$ cat src/rtl/eit_pkg.sv
// Shared constants, drain-state encoding and output word record for the EIT sample averager.
package eit_pkg;

  localparam int NUM_CH    = 8;
  localparam int AVG_LOG2  = 2;
  localparam int NUM_STEPS = 16;
  localparam int STEP_W    = 4;
  localparam int CH_W      = 3;
  localparam int DATA_W    = 16;
  localparam int ACC_W     = DATA_W + AVG_LOG2;

  localparam logic [1:0] StIdle = 2'd0;
  localparam logic [1:0] StScan = 2'd1;
  localparam logic [1:0] StSend = 2'd2;
  localparam logic [1:0] StDone = 2'd3;

  typedef struct packed {
    logic [DATA_W-1:0] data;
    logic [CH_W-1:0]   channel;
    logic [STEP_W-1:0] step;
    logic              sof;
    logic              eof;
  } out_word_t;

  function automatic logic [CH_W-1:0] lowest_hit(input logic [NUM_CH-1:0] mask);
    lowest_hit = '0;
    for (int i = NUM_CH - 1; i >= 0; i--) begin
      if (mask[i]) lowest_hit = CH_W'(i);
    end
  endfunction

endpackage

$ cat src/rtl/eit_acc_bank.sv
// One accumulator bank: per-channel signed sums, hit mask, full flag and an indexed read port.
module eit_acc_bank
  import eit_pkg::*;
(
  input  logic              clk,
  input  logic              reset_n,
  input  logic              flush,
  input  logic              acc_en,
  input  logic [CH_W-1:0]   acc_ch,
  input  logic [DATA_W-1:0] acc_data,
  input  logic              set_full,
  input  logic              hit_clr,
  input  logic [CH_W-1:0]   hit_clr_ch,
  input  logic [CH_W-1:0]   rd_ch,
  output logic [ACC_W-1:0]  rd_acc,
  output logic [NUM_CH-1:0] hit,
  output logic              full
);

  logic [ACC_W-1:0]  acc_q [NUM_CH];
  logic [NUM_CH-1:0] hit_q;
  logic              full_q;
  logic [ACC_W-1:0]  acc_ext;

  assign acc_ext = {{AVG_LOG2{acc_data[DATA_W-1]}}, acc_data};

  always_ff @(posedge clk or negedge reset_n) begin
    if (!reset_n) begin
      acc_q  <= '{default: '0};
      hit_q  <= '0;
      full_q <= 1'b0;
    end else if (flush) begin
      acc_q  <= '{default: '0};
      hit_q  <= '0;
      full_q <= 1'b0;
    end else begin
      if (acc_en) begin
        acc_q[acc_ch] <= acc_q[acc_ch] + acc_ext;
        hit_q[acc_ch] <= 1'b1;
      end
      if (hit_clr) hit_q[hit_clr_ch] <= 1'b0;
      if (set_full) full_q <= 1'b1;
    end
  end

  assign rd_acc = acc_q[rd_ch];
  assign hit    = hit_q;
  assign full   = full_q;

endmodule

$ cat src/rtl/eit_sample_averager.sv
// Ping-pong coherent averager: fills one bank while the drain FSM streams the other as tagged words.
module eit_sample_averager
  import eit_pkg::*;
(
  input  logic              clk,
  input  logic              reset_n,
  input  logic              clear,
  input  logic              in_valid,
  input  logic [CH_W-1:0]   in_channel,
  input  logic [DATA_W-1:0] in_data,
  input  logic              set_done,
  output logic              out_valid,
  input  logic              out_ready,
  output logic [DATA_W-1:0] out_data,
  output logic [CH_W-1:0]   out_channel,
  output logic [STEP_W-1:0] out_step,
  output logic              out_sof,
  output logic              out_eof,
  output logic              overrun_err,
  output logic              busy
);

  logic [1:0]          full;
  logic [NUM_CH-1:0]   hit [2];
  logic [ACC_W-1:0]    rd_acc [2];

  logic                fill_q, drop_q, overrun_q;
  logic                drain_q, drain_d;
  logic [AVG_LOG2-1:0] set_cnt_q;
  logic [STEP_W-1:0]   step_q, step_d;
  logic [1:0]          state_q, state_d;
  logic                first_q, first_d;
  out_word_t           word_q, word_d;

  logic                in_range, cap, set_ok, close_set, done, send_fire, other_busy;
  logic [NUM_CH-1:0]   scan_hit, rest_hit;
  logic [CH_W-1:0]     scan_ch;

  assign in_range   = int'(in_channel) < NUM_CH;
  assign cap        = in_valid & in_range & ~drop_q & ~clear;
  assign set_ok     = set_done & ~drop_q & ~clear;
  assign close_set  = set_ok & (set_cnt_q == '1);
  assign done       = state_q == StDone;
  assign send_fire  = (state_q == StSend) & out_ready;
  // A bank being cleared this cycle is free for the next fill.
  assign other_busy = full[~fill_q] & ~(done & (drain_q == ~fill_q));

  for (genvar b = 0; b < 2; b++) begin : g_bank
    eit_acc_bank u_bank (
      .clk        (clk),
      .reset_n    (reset_n),
      .flush      (clear | (done & (drain_q == 1'(b)))),
      .acc_en     (cap & (fill_q == 1'(b))),
      .acc_ch     (in_channel),
      .acc_data   (in_data),
      .set_full   (close_set & (fill_q == 1'(b))),
      .hit_clr    (send_fire & (drain_q == 1'(b))),
      .hit_clr_ch (word_q.channel),
      .rd_ch      (scan_ch),
      .rd_acc     (rd_acc[b]),
      .hit        (hit[b]),
      .full       (full[b])
    );
  end

  assign scan_hit = hit[drain_q];
  assign scan_ch  = lowest_hit(scan_hit);
  assign rest_hit = scan_hit & ~(NUM_CH'(1) << scan_ch);

  always_ff @(posedge clk or negedge reset_n) begin
    if (!reset_n) begin
      fill_q    <= 1'b0;
      drop_q    <= 1'b0;
      overrun_q <= 1'b0;
      set_cnt_q <= '0;
    end else if (clear) begin
      fill_q    <= 1'b0;
      drop_q    <= 1'b0;
      overrun_q <= 1'b0;
      set_cnt_q <= '0;
    end else begin
      if (set_ok) set_cnt_q <= set_cnt_q + 1'b1;
      if (close_set) begin
        if (other_busy) begin
          drop_q    <= 1'b1;
          overrun_q <= 1'b1;
        end else begin
          fill_q <= ~fill_q;
        end
      end
      if (drop_q && done) begin
        drop_q <= 1'b0;
        fill_q <= drain_q;
      end
    end
  end

  always_comb begin
    state_d = state_q;
    word_d  = word_q;
    first_d = first_q;
    step_d  = step_q;
    drain_d = drain_q;
    case (state_q)
      StIdle: begin
        if (full[drain_q]) begin
          state_d = StScan;
          first_d = 1'b1;
        end
      end
      StScan: begin
        if (scan_hit == '0) begin
          state_d = StDone;
        end else begin
          word_d.data    = DATA_W'($signed(rd_acc[drain_q]) >>> AVG_LOG2);
          word_d.channel = scan_ch;
          word_d.step    = step_q;
          word_d.sof     = first_q & (step_q == '0);
          word_d.eof     = (rest_hit == '0) & (step_q == STEP_W'(NUM_STEPS - 1));
          first_d        = 1'b0;
          state_d        = StSend;
        end
      end
      StSend: begin
        if (out_ready) state_d = StScan;
      end
      default: begin
        step_d  = (step_q == STEP_W'(NUM_STEPS - 1)) ? '0 : step_q + 1'b1;
        drain_d = ~drain_q;
        state_d = StIdle;
      end
    endcase
  end

  always_ff @(posedge clk or negedge reset_n) begin
    if (!reset_n) begin
      state_q <= StIdle;
      word_q  <= '0;
      first_q <= 1'b0;
      step_q  <= '0;
      drain_q <= 1'b0;
    end else if (clear) begin
      state_q <= StIdle;
      word_q  <= '0;
      first_q <= 1'b0;
      step_q  <= '0;
      drain_q <= 1'b0;
    end else begin
      state_q <= state_d;
      word_q  <= word_d;
      first_q <= first_d;
      step_q  <= step_d;
      drain_q <= drain_d;
    end
  end

  assign out_valid   = state_q == StSend;
  assign out_data    = word_q.data;
  assign out_channel = word_q.channel;
  assign out_step    = word_q.step;
  assign out_sof     = word_q.sof;
  assign out_eof     = word_q.eof;
  assign overrun_err = overrun_q;
  assign busy        = state_q != StIdle;

endmodule

$ cat config.mk
export PLATFORM = sky130hd
export DESIGN_NAME = eit_sample_averager
export DESIGN_NICKNAME = d
export VERILOG_FILES = /design/src/rtl/eit_pkg.sv /design/src/rtl/eit_acc_bank.sv /design/src/rtl/eit_sample_averager.sv
export SDC_FILE = /design/constraint.sdc
export NUM_CORES = 1
export LEC_CHECK = 0
export CAP_MARGIN = 20
export CORE_MARGIN = 4
export CORE_UTILIZATION = 56
export DETAILED_ROUTE_END_ITERATION = 8
export HOLD_SLACK_MARGIN = 0.08
export PLACE_DENSITY = 0.73
export SLEW_MARGIN = 20
export SYNTH_ARGS = -nofsm -noshare
export SYNTH_HDL_FRONTEND = slang
export SYNTH_HIERARCHICAL = 1
export SYNTH_SLANG_ARGS = --single-unit
$ cat constraint.sdc
create_clock -name clk -period 7.5 [get_ports clk]
set_input_delay 1.5 -clock clk [delete_from_list [all_inputs] [get_ports clk]]
set_output_delay 1.5 -clock clk [all_outputs]
set_load 0.1 [all_outputs]
After elaboration in Yosys (flattened, before gate mapping)
Index checks and enable logic that the tools add are counted.
{"block": "op_classes", "addsub": 4, "order_cmp": 10, "n_eq_ne": 12, "shift": 1, "n_mux": 82, "bitwise": 35, "reduce_logical": 27}
{"op": "$mux 144", "n": 4}
{"op": "$bwmux 144", "n": 2}
{"op": "$bmux 18 s3", "n": 4}
{"op": "$mux 18", "n": 12}
{"op": "$mux 8", "n": 11}
{"op": "$mux 25", "n": 3}
{"op": "$demux 18 s3", "n": 1}
{"op": "$add 18x18->18", "n": 2}
{"op": "$mux 1", "n": 25}
{"op": "$and 8x8->8", "n": 3}
{"op": "$mux 3", "n": 8}
{"op": "$and 1x1->1", "n": 18}
{"op": "$reduce_bool 2->1", "n": 9}
{"op": "$logic_not 8->1", "n": 2}
{"op": "$not 8->8", "n": 2}
{"op": "$or 8x8->8", "n": 2}
{"op": "$mux 4", "n": 3}
{"op": "$mux 2", "n": 5}
{"op": "$reduce_and 2->1", "n": 5}
{"op": "$reduce_bool 3->1", "n": 3}
{"op": "$ge 4x4->1 const B", "n": 2}
{"op": "$lt 3x4->1 const B", "n": 2}
{"op": "$not 3->4", "n": 2}
{"op": "$shl 1x3->8 const A", "n": 1}
{"op": "25 further kinds", "n": 40}
{"block": "totals", "ff_bits": 344, "in_bits": 25, "output_inout_bits": 28}

Logic depth before layout (Yosys ltp)
Gate-level depths: netlist (run 1).
{"block": "depth", "ltp_word": 22, "depth_mapped": 17, "depth_no_buf": 13}

Hierarchy
Netlist (run 1), hierarchy kept.
{"module": "eit_acc_bank at g_bank[0].u_bank", "n_inst": 1, "cells_per_inst": 1049, "area_each_um2": 9795.6, "seq_area_each_um2": 3828.7}
{"module": "eit_acc_bank at g_bank[1].u_bank", "n_inst": 1, "cells_per_inst": 989, "area_each_um2": 9375.2, "seq_area_each_um2": 3828.7}
{"module": "eit_sample_averager", "n_inst": 1, "cells_per_inst": 242, "area_each_um2": 2288.4, "seq_area_each_um2": 950.9}

Worst setup path before layout (run 1)
No wires, ideal clock.
{"block": "synth_path", "path_kind": "input-to-reg", "from": "input in_channel[2]", "to": "register g_bank[0].u_bank/acc_q[116] in the netlist's numbering", "setup_ns": 0.143, "arrival_time_ns": 4.721, "required_time_ns": 7.357, "setup_slack_ns": 2.635, "cell_stages": 16, "path_buffers": 3, "path_cell_list": "buf_2 > buf_1 > buf_1 > mux2i_1 > o21ai_0 > a21oi_1 > o21ai_0 > ha_1 > inv_1 > fa_1 > nor2b_1 > o31a_1 > o31a_2 > a21boi_1 > xor2_1 > o21ai_0"}
{"block": "synth_between", "elab_chain_len": 8, "word_cells_on_any_way": 13}
{"item": "start: declaration", "line_no": "eit_sample_averager.sv:9", "text": "input logic [CH_W-1:0] in_channel,"}
{"item": "$not 3->4 (not written as such) *", "line_no": "eit_acc_bank.sv:38", "text": "acc_q[acc_ch] <= acc_q[acc_ch] + acc_ext;"}
{"item": "$bmux 18 s3 (tied with other cells)", "line_no": "eit_acc_bank.sv:38"}
{"item": "$mux 18 (not written as such) or $logic_and 1x1->1 (tied branches)", "line_no": "eit_acc_bank.sv:38"}
{"item": "$mux 18 (not written as such)", "line_no": "eit_acc_bank.sv:38"}
{"item": "$add 18x18->18 or $demux 18 s3 (tied branches)", "line_no": "eit_acc_bank.sv:38"}
{"item": "$bwmux 144 *", "line_no": "eit_acc_bank.sv:38"}
{"item": "$mux 144 *", "line_no": "eit_acc_bank.sv:37", "text": "if (acc_en) begin"}
{"item": "$mux 144 *", "line_no": "eit_acc_bank.sv:32", "text": "end else if (flush) begin"}
{"item": "end signal: indexed assignment", "line_no": "eit_acc_bank.sv:38"}
{"item": "end: declaration", "line_no": "eit_acc_bank.sv:20", "text": "logic [ACC_W-1:0] acc_q [NUM_CH];"}
Mark *: on every way between the ends. The rest lies on a longest branch, timed or not. The select of a mux whose other input is x is not followed.
A chain may end at the register's enable or synchronous reset.

Worst setup path in the final report (run 1)
{"block": "layout_path", "from": "input in_channel[1]", "to": "register g_bank[0].u_bank/acc_q[140] in the netlist's numbering"}
The elaborated chain is that of the path after synthesis.

==> results of run 1 <==
==> report_power, final <==
group,leakage (nW),internal (W),switching [W],total (W)
combinational,4.11,0.000196,0.000470,0.000666
sequential,4.79,0.00188,0.0000214,0.00190
clock,0.619,0.00112,0.000776,0.00190
==> flip-flops by register name, indices dropped and copies added, names as in the netlist <==
name                 cells
drain_q                  1
drop_q                   1
fill_q                   1
first_q                  1
g_bank.u_bank/acc_q    288
g_bank.u_bank/full       2
g_bank.u_bank/hit       16
out_channel              3
out_data                16
out_eof                  1
out_sof                  1
out_step                 4
overrun_err              1
set_cnt_q                2
state_q                  2
step_q                   4
==> metal layers <==
metal,track usage,vias up,wire [um]
met2,0.505,1194,30500
met4,0.155,0,3680
met1,0.457,9322,27200
li1,-,8267,-
met3,0.0832,268,7850
met5,0,-,0
==> worst paths after layout <==
check                              start                     endpoint  slack [ns]
setup / recovery           in_channel[1]  g_bank[0].u_bank/acc_q[140]        1.88
hold / removal               out_data[4]                  out_data[4]        0.48
setup reg to reg                 drain_q                  out_data[9]        3.20
hold reg to reg              out_data[4]                  out_data[4]        0.48
max in group asynchronous        reset_n   g_bank[0].u_bank/acc_q[91]        4.97
min in group asynchronous        reset_n   g_bank[1].u_bank/acc_q[89]        0.93
==> final cells by class <==
cell class,count,area share
tap,511,0.0273
inverter,25,0.00401
clock inverter,8,0.00305
clock buffer,59,0.0505
sequential,344,0.368
multi-input combinational,1716,0.505
timing repair buffer,108,0.0425
==> tightest hold or removal path: stages, from the launching register on <==
cell and delay [ns]:
sky130_fd_sc_hd__dfrtp_1 0.34, sky130_fd_sc_hd__nand2_1 0.06, sky130_fd_sc_hd__o21ai_2 0.05
==> through the flow <==
stage | util | power (W) | instances | hold WS [ns]
floorplan | - | 0.00236 | 2268 | 0.461
global placement | 0.588 | 0.00257 | 2701 | 0.462
detailed placement | 0.588 | 0.00258 | 2701 | 0.469
CTS | 0.622 | 0.00446 | 2768 | 0.481
global route | 0.623 | 0.00460 | 2771 | 0.504
finish | 0.623 | 0.00446 | 2771 | 0.481
==> out/qor.log, run 1 <==
qor: global_route.grt-ovfl-total 0
qor: floorplan.die_y 203 um
qor: power_and_ir_drop.ir_drop 139 uV
qor: floorplan.io_pins 53
qor: final_layout.layout.area.seq 8610 sq um
qor: worst_setup_path.critPathLaunchType input port
qor: place.detailed_place_hpwl 45100 um
qor: detailed_routing.initialDrtViolationCount 2180
qor: clock_tree.cts_inserted_buffers 39
qor: worst_setup_path.cpPeakStageDelay 0.80 ns
qor: global_route.grt_pass1_wl 108000 um
qor: sta.slew_headroom 0.178
qor: final_layout.drive_gt1_frac 0.150
qor: floorplan.core_area 37600 sq um
qor: detailed_routing.post_drt_via_cell_ratio 6.88
qor: logic_synthesis.synth_fp_nets 2332
qor: place.placedInstanceArea 22100 sq um
qor: final_layout.area_growth_syn_to_layout 10.3%
qor: clock_tree.insertion_delay 0.54 ns
qor: clock_tree.clock_tree.buffer_depth 3
qor: clock_tree.htree_num_levels 2
qor: worst_setup_path.worst_path_max_delay_cell sky130_fd_sc_hd__o31ai_2
qor: final_layout.final.fill_count 3099
qor: detailed_routing.drc_errors_left 0
qor: detailed_routing.drt-pass1-iter-count 6
qor: worst_setup_path.critical_path_buf_inv_count 3
qor: worst_setup_path.cell_chain_critical_path buf_4, clkinv_1, nor2_1, a22oi_1, o21ai_0, ha_1, inv_1, fa_1, nor2b_1, o31a_1, o31ai_1, o31ai_2, xor2_1, a22o_1
qor: worst_setup_path.worstPathMaxFanout 59
qor: sta.setup_viol 0
qor: clock_tree.cts-root-buf sky130_fd_sc_hd__clkbuf_16
qor: worst_setup_path.required 7.92 ns
qor: worst_setup_path.cp-end-kind flip-flop
qor: worst_setup_path.critical-path-top-delay-family compound AO/OA/AOI/OAI gates
qor: logic_synthesis.postSynthCellCount 2268
qor: clock_tree.postCtsResizedCells 0
qor: clock_tree.cts_tree yes
qor: hold_path.hold_class flip-flop to flip-flop
qor: power_and_ir_drop.cellPowerDensity 191 nW/um^2
qor: detailed_routing.post_drt_wl_per_cell 25.0 um
qor: sta.report.final.hold_viol_count 0
qor: floorplan.fp-row-count 71
qor: global_route.grt_pass1_vias 18800
qor: worst_setup_path.critPathArrivalTime 6.04 ns
qor: sta.setup_total_negative_slack 0 ns
qor: global_route.number_of_antenna_violations_at_the_first_check_in_global_routing 0
qor: sta.timing_max_transition_violations_final 0
qor: power_and_ir_drop.leakage 9.52 nW
qor: clock_tree.clk_pin_slew_worst_paths 0.06 ns
qor: sta.fin_ws 1.88 ns
qor: logic_synthesis.ys_warn_count 6
qor: global_route.grt_start_max_net_pins 189
qor: clock_tree.number_of_buffers_inserted_for_hold_repair_after_clock_tree_synthesis 0
qor: place.port_buffers 52
qor: sta.final_cycle_share 0.750
qor: run.timing.max_cap.violations 0
qor: logic_synthesis.syn_area_per_cell 9.36 sq um
qor: sta.grt_setup_unrepaired false
qor: global_route.grt_usage 0.334
qor: worst_setup_path.critPathKind input port to flip-flop
qor: place.gp_routability_congestion 0.986
qor: sta.clock-skew-final 0.0175 ns
qor: worst_setup_path.reg2regPathDepth 11
qor: floorplan.effective_utilization_at_floorplan 0.565
qor: worst_setup_path.worst-path-stages 14
qor: final_layout.multiInputGateArea 11800 sq um
qor: sta.max_freq 178 MHz
qor: floorplan.design.die.area 41100 sq um
qor: detailed_routing.vias 19100
qor: final_layout.finalNetCount 2298
qor: final_layout.postLayoutCellArea 23400 sq um
qor: logic_synthesis.synthesis.area 21200 sq um
qor: detailed_routing.routed_wirelength 69200 um
qor: clock_tree.cts_setup_buffers 0
qor: final_layout.insertedDiodeCount 0
qor: status.status finished, final reports clean
qor: place.pre_cts_ws 1.44 ns
qor: clock_tree.clkSinkCount 344
qor: sta.tightest_slew 1.23 ns
qor: sta.finalWorstPathRequiredPeriod 5.62 ns
qor: final_layout.layout_commonest_cell sky130_fd_sc_hd__nand2_1
qor: detailed_routing.postRouteAntennaNets 0
qor: hold_path.timing.hold.worst_path_depth 2
qor: floorplan.chipWidth 203 um
qor: final_layout.most-common-layout-cells sky130_fd_sc_hd__nand2_1, sky130_fd_sc_hd__dfrtp_1, sky130_fd_sc_hd__a21oi_1, sky130_fd_sc_hd__nor2_1, sky130_fd_sc_hd__o21ai_0
Note: power is estimated with default switching activity, not from simulation.
==> run 2: changes to the inputs <==
--- a/config.mk
+++ b/config.mk
@@ -10,7 +10,7 @@
 export CORE_UTILIZATION = 56
 export DETAILED_ROUTE_END_ITERATION = 8
 export HOLD_SLACK_MARGIN = 0.08
-export PLACE_DENSITY = 0.73
+export PLACE_DENSITY = 0.76
 export SLEW_MARGIN = 20
 export SYNTH_ARGS = -nofsm -noshare
 export SYNTH_HDL_FRONTEND = slang
==> constraint.sdc (replaced) <==
create_clock -name clk -period 4.6 [get_ports clk]
set_input_delay 0.92 -clock clk [delete_from_list [all_inputs] [get_ports clk]]
set_output_delay 0.92 -clock clk [all_outputs]
set_load 0.1 [all_outputs]
==> out/qor.log, run 2 (same netlist as run 1, synthesis figures left out) <==
qor: clock_tree.postCtsResizedCells 0
qor: floorplan.die_y 203 um
qor: power_and_ir_drop.leakage 9.91 nW
qor: detailed_routing.drt-pass1-iter-count 6
qor: clock_tree.clk_pin_slew_worst_paths 0.06 ns
qor: clock_tree.htree_num_levels 2
qor: sta.setup_viol 0
qor: sta.report.final.hold_viol_count 0
qor: worst_setup_path.cell_chain_critical_path buf_4, buf_12, mux2_2, a221oi_1, o22ai_1, ha_1, inv_1, fa_1, nor2b_1, o31a_1, o21a_1, o31a_1, a211oi_2, xor2_2, o21ai_0
qor: run.timing.max_cap.violations 0
qor: worst_setup_path.critPathArrivalTime 4.41 ns
qor: worst_setup_path.critical_path.most_common_cell sky130_fd_sc_hd__o31a_1
qor: worst_setup_path.critPathKind input port to flip-flop
qor: sta.finalWorstPathRequiredPeriod 4.02 ns
qor: power_and_ir_drop.intPower 0.00541 W
qor: global_route.grt_pass1_wl 111000 um
qor: power_and_ir_drop.ir_drop 210 uV
qor: clock_tree.number_of_buffers_inserted_for_hold_repair_after_clock_tree_synthesis 0
qor: final_layout.area_growth_syn_to_layout 13.5%
qor: place.gp_routability_congestion 0.967
qor: clock_tree.clock_tree.buffer_depth 3
qor: power_and_ir_drop.seq_power_share 0.412
qor: sta.fin_ws 0.578 ns
qor: floorplan.core_area 37600 sq um
qor: worst_setup_path.cpPeakStageDelay 0.41 ns
qor: power_and_ir_drop.power.net_switching 0.00213 W
qor: global_route.grt_usage 0.341
qor: clock_tree.cts_inserted_buffers 39
qor: floorplan.fp-row-count 71
qor: place.detailed_place_hpwl 47400 um
qor: floorplan.io_pins 53
qor: sta.grt_setup_unrepaired false
qor: final_layout.drive_gt1_frac 0.175
qor: final_layout.insertedDiodeCount 0
qor: worst_setup_path.critPathLaunchType input port
qor: detailed_routing.routed_wirelength 71300 um
qor: floorplan.design.die.area 41100 sq um
qor: power_and_ir_drop.clk_network_pwr_share 0.436
qor: power_and_ir_drop.power.switching_fraction 0.283
qor: final_layout.largest_register_ffs 288
qor: final_layout.layout.area.seq 8610 sq um
qor: place.port_buffers 52
qor: clock_tree.cts_tree yes
qor: worst_setup_path.required 4.99 ns
qor: final_layout.multiInputGateArea 11800 sq um
qor: worst_setup_path.critical-path-top-delay-family compound AO/OA/AOI/OAI gates
qor: floorplan.chipWidth 203 um
qor: hold_path.hold_class input port to async pin
qor: power_and_ir_drop.total_power 0.00754 W
qor: worst_setup_path.worstPathMaxFanout 21
qor: final_layout.final.fill_count 3000
qor: detailed_routing.post_drt_wl_per_cell 25.1 um
qor: place.pre_cts_ws 0.120 ns
qor: final_layout.max_flop_register g_bank.u_bank/acc_q
qor: sta.tightest_slew 1.13 ns
qor: sta.clock-skew-final 0.0137 ns
qor: power_and_ir_drop.power_frac_comb 0.153
qor: sta.timing_max_transition_violations_final 0
qor: sta.max_freq 249 MHz
qor: final_layout.most-common-layout-cells sky130_fd_sc_hd__nand2_1, sky130_fd_sc_hd__dfrtp_1, sky130_fd_sc_hd__a21oi_1, sky130_fd_sc_hd__nor2_1, sky130_fd_sc_hd__buf_4
qor: detailed_routing.vias 19400
qor: global_route.grt_start_max_net_pins 119
qor: detailed_routing.drc_errors_left 0
qor: detailed_routing.initialDrtViolationCount 2557
qor: clock_tree.insertion_delay 0.54 ns
qor: worst_setup_path.worst_path_max_delay_cell sky130_fd_sc_hd__xor2_2
qor: sta.slew_headroom 0.244
qor: detailed_routing.postRouteAntennaNets 0
qor: detailed_routing.post_drt_via_cell_ratio 6.83
qor: final_layout.finalNetCount 2362
qor: final_layout.layout_commonest_cell sky130_fd_sc_hd__nand2_1
qor: worst_setup_path.critical_path_buf_inv_count 3
qor: clock_tree.cts-root-buf sky130_fd_sc_hd__clkbuf_16
qor: global_route.grt-ovfl-total 0
qor: status.status finished, final reports clean
qor: global_route.number_of_antenna_violations_at_the_first_check_in_global_routing 1
qor: floorplan.effective_utilization_at_floorplan 0.565
qor: clock_tree.cts_setup_buffers 0
qor: clock_tree.clkSinkCount 344
qor: sta.final_cycle_share 0.874
qor: power_and_ir_drop.cellPowerDensity 313 nW/um^2
qor: sta.setup_total_negative_slack 0 ns
qor: worst_setup_path.cp-end-kind flip-flop
qor: global_route.grt_pass1_vias 19100
## run 2: cell types whose count changed in the layout (fill, tap and decap cells not counted), sizes merged
cell,previous run,this run
clkinv,8,12
buf,60,124
clkinvlp,1,3
bufinv,1,4
clkbuf,59,53
## run 2: final cells by class
type                            count  share of cell area
Sequential cell                   344               0.357
Timing Repair Buffer              172              0.0660
Tap cell                          511              0.0265
Multi-Input combinational cell   1716               0.490
Inverter                           25             0.00389
Clock inverter                     17             0.00800
Clock buffer                       53              0.0478
## run 2: worst paths after layout
kind                       cells after the start     startpoint                          to  slack, ns
setup / recovery                              15  in_channel[1]  g_bank[1].u_bank/acc_q[34]       0.58
hold / removal                                 1        reset_n  g_bank[1].u_bank/acc_q[82]       0.42
setup reg to reg                              10        drain_q                 out_data[9]       0.98
hold reg to reg                                2    out_step[1]                 out_step[1]       0.48
max in group asynchronous                      2        reset_n  g_bank[1].u_bank/acc_q[42]       3.08
min in group clk                               2    out_step[1]                 out_step[1]       0.48
## run 2: worst register-to-register path, cell delays in order, from the launching register on
cell	delay, ns
sky130_fd_sc_hd__dfrtp_2	0.88
sky130_fd_sc_hd__nand2b_1	0.17
sky130_fd_sc_hd__o32a_1	0.26
sky130_fd_sc_hd__inv_1	0.16
sky130_fd_sc_hd__a21oi_1	0.12
sky130_fd_sc_hd__nor2_4	0.39
sky130_fd_sc_hd__buf_12	0.43
sky130_fd_sc_hd__mux4_2	0.42
sky130_fd_sc_hd__mux2_2	0.33
sky130_fd_sc_hd__mux2i_1	0.28
sky130_fd_sc_hd__o21ai_2	0.07
## run 2: per-layer routing
layer / up-vias / track usage / part of all wire
li1: 8397 / - / -
met1: 9345 / 0.475 / 0.39
met2: 1317 / 0.504 / 0.43
met3: 319 / 0.0759 / 0.12
met4: 2 / 0.174 / 0.065
met5: - / 0 / 0.00028
## run 2: through the flow
| step | area (sq um) | instances | utilization | hold slack [ns] |
|---|---|---|---|---|
| 6_report | 24100 | 2838 | 0.641 | 0.423 |
| 5_1_grt | 24100 | 2838 | 0.641 | 0.493 |
| 4_1_cts | 24100 | 2837 | 0.640 | 0.479 |
| 3_5_place_dp | 22700 | 2767 | 0.605 | 0.466 |
| 3_3_place_gp | 22700 | 2767 | 0.605 | 0.463 |
| 2_1_floorplan | 21200 | 2268 | - | 0.461 |
## run 2: power groups by stage
stage | registers [W] | clock network, W | logic [W]
floorplan | 0.00316 | 0 | 0.000688
CTS | 0.00310 | 0.00332 | 0.00112
finish | 0.00311 | 0.00329 | 0.00115
global route | 0.00311 | 0.00343 | 0.00121
detailed placement | 0.00316 | 0 | 0.00111
global placement | 0.00316 | 0 | 0.00110
==> run 3: changes to the inputs <==
--- a/config.mk
+++ b/config.mk
@@ -5,9 +5,11 @@
 export SDC_FILE = /design/constraint.sdc
 export NUM_CORES = 1
 export LEC_CHECK = 0
+export ABC_CLOCK_PERIOD_IN_PS = 4600
 export CAP_MARGIN = 20
 export CORE_MARGIN = 4
 export CORE_UTILIZATION = 56
+export CTS_CLUSTER_SIZE = 25
 export DETAILED_ROUTE_END_ITERATION = 8
 export HOLD_SLACK_MARGIN = 0.08
 export PLACE_DENSITY = 0.76
==> results of run 3 <==
Same layout as run 2: the final DEF is identical, and so are final timing and power.
